`config.mk`:
```
export PLATFORM = sky130hd
export DESIGN_NAME = pipe_ctrl
export DESIGN_NICKNAME = d
export VERILOG_FILES = /design/src/rtl/pipe_ctrl.sv
export SDC_FILE = /design/constraint.sdc
export NUM_CORES = 1
export LEC_CHECK = 0
export BUFFER_PORTS_ARGS = -buffer_cell sky130_fd_sc_hd__buf_4
export CORE_MARGIN = 10
export CORE_UTILIZATION = 48
export DETAILED_ROUTE_END_ITERATION = 6
export PLACE_DENSITY = 0.76
export SETUP_SLACK_MARGIN = 0.2
export SLEW_MARGIN = 20
export SYNTH_ARGS = -nofsm -noshare
export SYNTH_HDL_FRONTEND = slang
export SYNTH_SLANG_ARGS = --single-unit
```
`constraint.sdc`:
```
create_clock -name clk -period 3.8 [get_ports clk]
set_input_delay 1.14 -clock clk [delete_from_list [all_inputs] [get_ports clk]]
set_output_delay 1.14 -clock clk [all_outputs]
set_load 0.01 [all_outputs]
```
`src/rtl/pipe_ctrl.sv`:
```
// pipe_ctrl: pipeline hazard controller with stall/flush vector, multi-cycle EX sequencing
// and a saturating stall-cycle counter.
module pipe_ctrl #(
  parameter int MC_W  = 6,
  parameter int CNT_W = 16
) (
  input  logic            clk,
  input  logic            rst,
  input  logic            stallreq_from_if,
  input  logic            stallreq_from_id,
  input  logic            stallreq_from_ex,
  input  logic            ex_mc_start,
  input  logic [MC_W-1:0] ex_mc_cycles,
  input  logic            flush_req,
  output logic [5:0]      stall,
  output logic            flush,
  output logic            mc_busy,
  output logic            mc_done,
  output logic [MC_W-1:0] mc_remain,
  output logic [CNT_W-1:0] stall_cycles
);
  typedef enum logic [1:0] {IDLE, MC_BUSY, FLUSH} state_t;
  state_t          state_q, state_d;
  logic [MC_W-1:0] remain_q, remain_d;
  logic [CNT_W-1:0] cnt_q, cnt_d;
  logic            start_ok, long_op, mc_hold;
  always_comb begin
    start_ok = !flush_req && state_q == IDLE && ex_mc_start;
    long_op  = ex_mc_cycles > MC_W'(1);
    mc_hold  = !flush_req && ((start_ok && long_op) || (state_q == MC_BUSY && remain_q > MC_W'(1)));
    // outputs are forced low while reset is held, even though inputs may be active
    stall    = (rst || flush_req || state_q == FLUSH) ? 6'b000000 :
               (mc_hold || stallreq_from_ex)        ? 6'b001111 :
               stallreq_from_id                     ? 6'b000111 :
               stallreq_from_if                     ? 6'b000011 : 6'b000000;
    flush    = !rst && state_q == FLUSH;
    mc_busy  = !rst && state_q == MC_BUSY;
    mc_done  = !rst && ((start_ok && !long_op) ||
                        (!flush_req && state_q == MC_BUSY && remain_q == MC_W'(1)));
    state_d  = flush_req ? FLUSH : mc_hold ? MC_BUSY : IDLE;
    remain_d = flush_req                                  ? '0 :
               (start_ok && long_op)                      ? ex_mc_cycles - MC_W'(1) :
               (state_q == MC_BUSY && remain_q != '0)     ? remain_q - MC_W'(1) : '0;
    cnt_d    = (stall[0] && ~&cnt_q) ? cnt_q + CNT_W'(1) : cnt_q;
  end
  always_ff @(posedge clk or posedge rst) begin
    if (rst) begin
      state_q  <= IDLE;
      remain_q <= '0;
      cnt_q    <= '0;
    end else begin
      state_q  <= state_d;
      remain_q <= remain_d;
      cnt_q    <= cnt_d;
    end
  end
  assign mc_remain    = remain_q;
  assign stall_cycles = cnt_q;
endmodule
```
Word level (Yosys, flattened, before mapping)

Cells that the tools add are included.

Flip-flop bits (word level): 24
Output and inout bits: 31

Add/sub/neg operators: 3
Order comparisons: 2
Equal/unequal tests: 3
Multiplexer cells: 9
Reduce and logical (&&, ||, !) cells: 25

Operators by type and width:

| operator                | number |
|---|---|
| $mux W6                 | 3 |
| $add A16 B1 Y16 const B | 1 |
| $reduce_and A16 Y1      | 1 |
| $logic_and A1 B1 Y1     | 13 |
| $gt A6 B1 Y1 const B    | 2 |
| $sub A6 B1 Y6 const B   | 2 |
| $mux W4                 | 2 |
| $eq A6 B1 Y1 const B    | 1 |
| $reduce_bool A6 Y1      | 1 |
| $logic_or A1 B1 Y1      | 5 |
| $logic_not A1 Y1        | 4 |
| $mux W2                 | 2 |
| $mux W3                 | 1 |
| $eq A2 B1 Y1 const B    | 1 |
| $eq A2 B2 Y1 const B    | 1 |
| $logic_not A2 Y1        | 1 |
| $mux W1                 | 1 |

Longest topological paths before layout

Word-level depth: 10
Gate-level depth with buffers: 8
Mapped depth without buffers: 7

Worst setup path before layout

No wires, ideal clock.

Path kind: input to output
From: input port ex_mc_cycles[4]
To: output port stall[1]
Arrival: 2.462 ns
Required time: 2.660 ns
Path slack: 0.198 ns
Stages on the path: 6
Buffers on the path: 1
Cell sequence: or3_4 o31ai_4 nand2_1 o21ai_1 nand2_1 buf_4

Word-level cells in the longest chain between the ends: 7

RTL lines:

| what                | line | text |
|---|---|---|
| from (decl)         | 13   | `input logic [MC_W-1:0] ex_mc_cycles,` |
| $gt A6 B1 Y1        | 29   | `long_op = ex_mc_cycles > MC_W'(1);` |
| $logic_and A1 B1 Y1 | 30   | `mc_hold = !flush_req && ((start_ok && long_op) \|\| (state_q == MC_BUSY && remain_q > MC_W'(1)));` |
| $logic_or A1 B1 Y1  | 30   |  |
| $logic_and A1 B1 Y1 | 30   |  |
| $logic_or A1 B1 Y1  | 33   | `(mc_hold \|\| stallreq_from_ex) ? 6'b001111 :` |
| $mux W4             | 33   |  |
| $mux W4             | 32   | `stall = (rst \|\| flush_req \|\| state_q == FLUSH) ? 6'b000000 :` |
| to (decl)           | 15   | `output logic [5:0] stall,` |

Every way passes these cells.

Worst setup path after layout

From: input port ex_mc_cycles[2]
To: output port stall[0]

The elaborated chain is that of the path after synthesis.

==> summary.md <==
| Metric | Value |
|---|---|
| Result of the run | finished, final reports clean |
| Global route total overflow | 0 |
| Sequential-to-total area share from yosys stat | a little over two fifths |
| Unrepaired setup endpoints after global routing | no |
| NetSw | 0.1968 mW |
| Slew @ Worst Pin | 0.9159 ns |
| Fin util | 65.57% |
| Maximum buffer depth of the clock tree | 2 |
| Core area | about 0.0028 mm2 |
| Yosys warning total | 0 |
| Max-capacitance violation count | 0 |
| WP buf/inv | 2 |
| Clock period minus worst slack | 3.538 ns |
| Area added between synthesis and finish | 29.40% |
| Diodes inserted | 0 |
| Max Clock Skew | 0.005351 ns |
| Crit-path cells | buf_6 -> or3_4 -> o31ai_4 -> nand2_2 -> o21ai_4 -> nand2_2 -> buf_6 |
| Fraction of power spent switching nets | ~29% |
| Normalized max-slew margin | between 30 and 40% |
| Maximum number of pins on one net before global-route repair | 25 |
| Number of standard cells after synthesis | approximately 150 |
| Num rows | 19 |
| Number of distinct library cells after synthesis | 31 |
| Share of total power in the clock network | between 20% and 30% |
| Timing endpoint of the critical path | stall[0] |
| Met3 Use GR | around 3.7% |
| Proportion of power drawn by flip-flops and latches | between 40% and 50% |
| Most Crowded Layer GR | met2 |
| Number of enable-type register cells in the synthesized netlist | 0 |
| Crit path max-delay cell type | or3_4 |
| Worst voltage drop across the vdd grid | approximately 0.26 mV |
| Number of buffers created by CTS | 3 |
| First-iteration detailed-routing DRC count | 84 |
| Share of power burned in combinational logic | between 20% and 30% |
| Final setup TNS | 0 ns |
| Areal power density over the cells | roughly 370 mW/mm2 |
| Top cell type's share of synthesized area | 42.25% |
| Required time worst endpoint | around 2.7 ns |
| Root cell of the clock tree | clkbuf_4 |
| Initial core utilization | between 50% and 60% |
| First-pass GRT wire length | around 5500 um |
| Leak pwr | 0.8790 nW |
| Cell types with the highest counts after synthesis | dfrtp_1, xnor2_1, nand2_1, nor2_1 |
| Global Route Usage Sum | about an eighth |
| Global-route track usage on met1 | 14.80% |
| Critical Path Source Type | input port |
| Data arrival time at the worst-slack endpoint | around 2.4 ns |
| Cells taking the most area after synthesis | dfrtp_1, xnor2_1, ha_1, nand4_1, nand3_1 |
| I/O pin count | 44 |
| Worst R2R End | stall_cycles[1] |
| Hold Path Cell Cnt | 1 |
| Most area-hungry cell type in the Yosys netlist | dfrtp_1 |
| Synth Flop Type | dfrtp_1 |
| Fraction of layout instances using a drive strength above 1 | a little under a third |
| GR Layer Usage met2 | approximately a fifth |
| TritonCTS clock tree | done |
| Design Power | 0.6757 mW |
| Maximum level of the CTS H-tree | 1 |
| Hold path startpoint | stall_cycles[13] |
| CTS sink count | 24 |
| Number of flip-flops and latches in the synthesized netlist | 24 |
| Critical path origin | ex_mc_cycles[2] |
| Via density | 5.582 |
| Detailed-route DRC error count | 0 |
| Filler instances | around 230 |
| Setup CP Type | input port to primary output |
| Synth Cell Area | approximately 0.0014 mm2 |
| Pint | about 0.48 mW |
| Buffers added on ports | slightly above 40 |
| Post-DRT Antenna Nets | 0 |
| Clock edge transition at the registers on the reported setup and hold paths | roughly 0.13 ns |
| Placer congestion estimate | between 0.8 and 0.9 |
| Top Family by Delay on Critical Path | simple AND/OR/NAND/NOR gates |
| Half-perimeter wire length of the detailed placement result | approximately 2700 um |
| Number of nets at the end of the flow | ~210 |
| Via Count | 1,228 |
| Fmax achieved | between 200 and 300 MHz |
| Launch instance of the worst register-to-register path | mc_remain[2] |
| Fin. max-slew vios | 0 |
| Number of antenna violations at the first check in global routing | 0 |
| Skew-Pair Late Insertion Delay | 0.32 ns |
| Worst min path class | flop to flop |
| Setup slack of the worst register-to-register path | between 1.5 and 2 ns |
| Fraction of registers with async set/reset | 100.0% |
| Vias in the first global route | between 1,000 and 1,500 |
| Avg Inst Size Synth | roughly 9.8 um2 |
| Final setup viols | 0 |
| WP depth | 7 |
| Most numerous cell in the Yosys netlist | dfrtp_1 |
| Floorplan die height | around 74 um |
| Total wire length after detailed routing | 3394 um |
| Hold Violations, Final | 0 |
| Maximum cell stage delay along the critical path | between 0.4 and 0.5 ns |
| Die Outline Area | about 0.0055 mm2 |
| DIE WIDTH | about 74 um |
| Part of the cycle the worst path needs | between 90% and 100% |
| Drt pass-1 iters | 5 |
| Type of destination of the critical path | primary output |
| Count of hold-fix buffers inserted at cts | 0 |
| Routed len/inst | ~15 um |
| Count of cells along the worst register-to-register path | 5 |
| Max FO, Critical Path | 4 |
## worst min path at each step
stage	end	slack, ns
2_1_floorplan	stall_cycles[13]	0.53
3_3_place_gp	stall_cycles[13]	0.48
3_5_place_dp	stall_cycles[13]	0.52
4_1_cts	stall_cycles[12]	0.54
5_1_grt	stall_cycles[12]	0.55
6_report	stall_cycles[13]	0.53
## through the flow
step / instance area, um2 / worst slack [ns] / cells / hold slack (ns)
5_1_grt: 1839 / 0.2020 / 220 / 0.5507
4_1_cts: 1807 / 0.2186 / 219 / 0.5409
3_5_place_dp: 1752 / 0.1965 / 215 / 0.5204
3_3_place_gp: 1752 / 0.2366 / 215 / 0.4847
6_report: 1839 / 0.2624 / 220 / 0.5298
2_1_floorplan: 1429 / 0.2045 / 146 / 0.5255
## power groups by stage
| stage | sequential, mW | clock (mW) | combinational, mW |
|---|---|---|---|
| finish | 0.320 | 0.186 | 0.170 |
| global route | 0.326 | 0.203 | 0.191 |
| CTS | 0.321 | 0.191 | 0.170 |
| detailed placement | 0.326 | 0 | 0.168 |
| global placement | 0.324 | 0 | 0.168 |
| floorplan | 0.332 | 0 | 0.0822 |
## cell usage in the layout, fill, tap and decap left out
cell       netlist  layout
buf_4            3      40
dfrtp_1         24      24
xnor2_1         18      18
nor2_1          11      11
nand3_1          9       9
nand4_1          9       9
nand2_1         11       9
nor3_1           6       6
inv_1            6       6
o22ai_1          6       6
ha_1             6       6
and3_1           5       5
buf_6            1       4
nand3_2          3       3
xor2_1           3       3
mux2_1           3       3
clkbuf_4         0       3
nor3b_1          2       2
nor4_1           2       2
nand2b_1         2       2
and2_1           2       2
nand2_2          0       2
o21ai_0          2       2
conb_1           1       2
or3_4            1       1
nor4b_2          1       1
o31ai_4          1       1
or4_1            1       1
o21ai_1          2       1
nor2b_1          1       1
nand3b_1         1       1
o21ai_4          0       1
a32oi_1          1       1
bufinv_16        0       1
## sequential cells by signal (all words and copies together) (netlist names)
name	count
state_q	2
stall_cycles	16
mc_remain	6
## per-layer routing
layer / share of wire [%] / wire [um]
met5: 0 / 0
met4: 2.6 / 89
met3: 9.1 / 310
met2: 48 / 1626
met1: 40 / 1366
## cells by family after synthesis
logic type / count (synthesis) / share of synthesized area, %
multiplexers: 3 / 2.377
AND/OR/NAND/NOR: 67 / 26.41
flip-flops: 24 / 42.25
buffers and inverters: 11 / 4.313
AO/OA/AOI/OAI: 12 / 6.162
other: 1 / 0.2638
adder cells (fa/ha/maj): 6 / 5.282
XOR/XNOR: 21 / 12.94
## cell type report
| cell class | instances | area [um2] | area share, % |
|---|---|---|---|
| sequential | 24 | 600.6 | 32.65 |
| tap | 31 | 38.79 | 2.109 |
| timing repair buffer | 44 | 345.3 | 18.78 |
| inverter | 6 | 22.52 | 1.224 |
| multi-input combinational | 111 | 779.5 | 42.38 |
| clock buffer | 3 | 22.52 | 1.224 |
| clock inverter | 1 | 30.03 | 1.633 |
## what timing repair did
| item | in CTS | in global routing |
|---|---|---|
| resized for setup | 1 | 6 |
| pin swaps | 0 | 4 |
| setup endpoints to repair | 2 | 4 |
| setup buffers | 0 | 1 |
No activity file was read; power rests on OpenSTA's default activity.
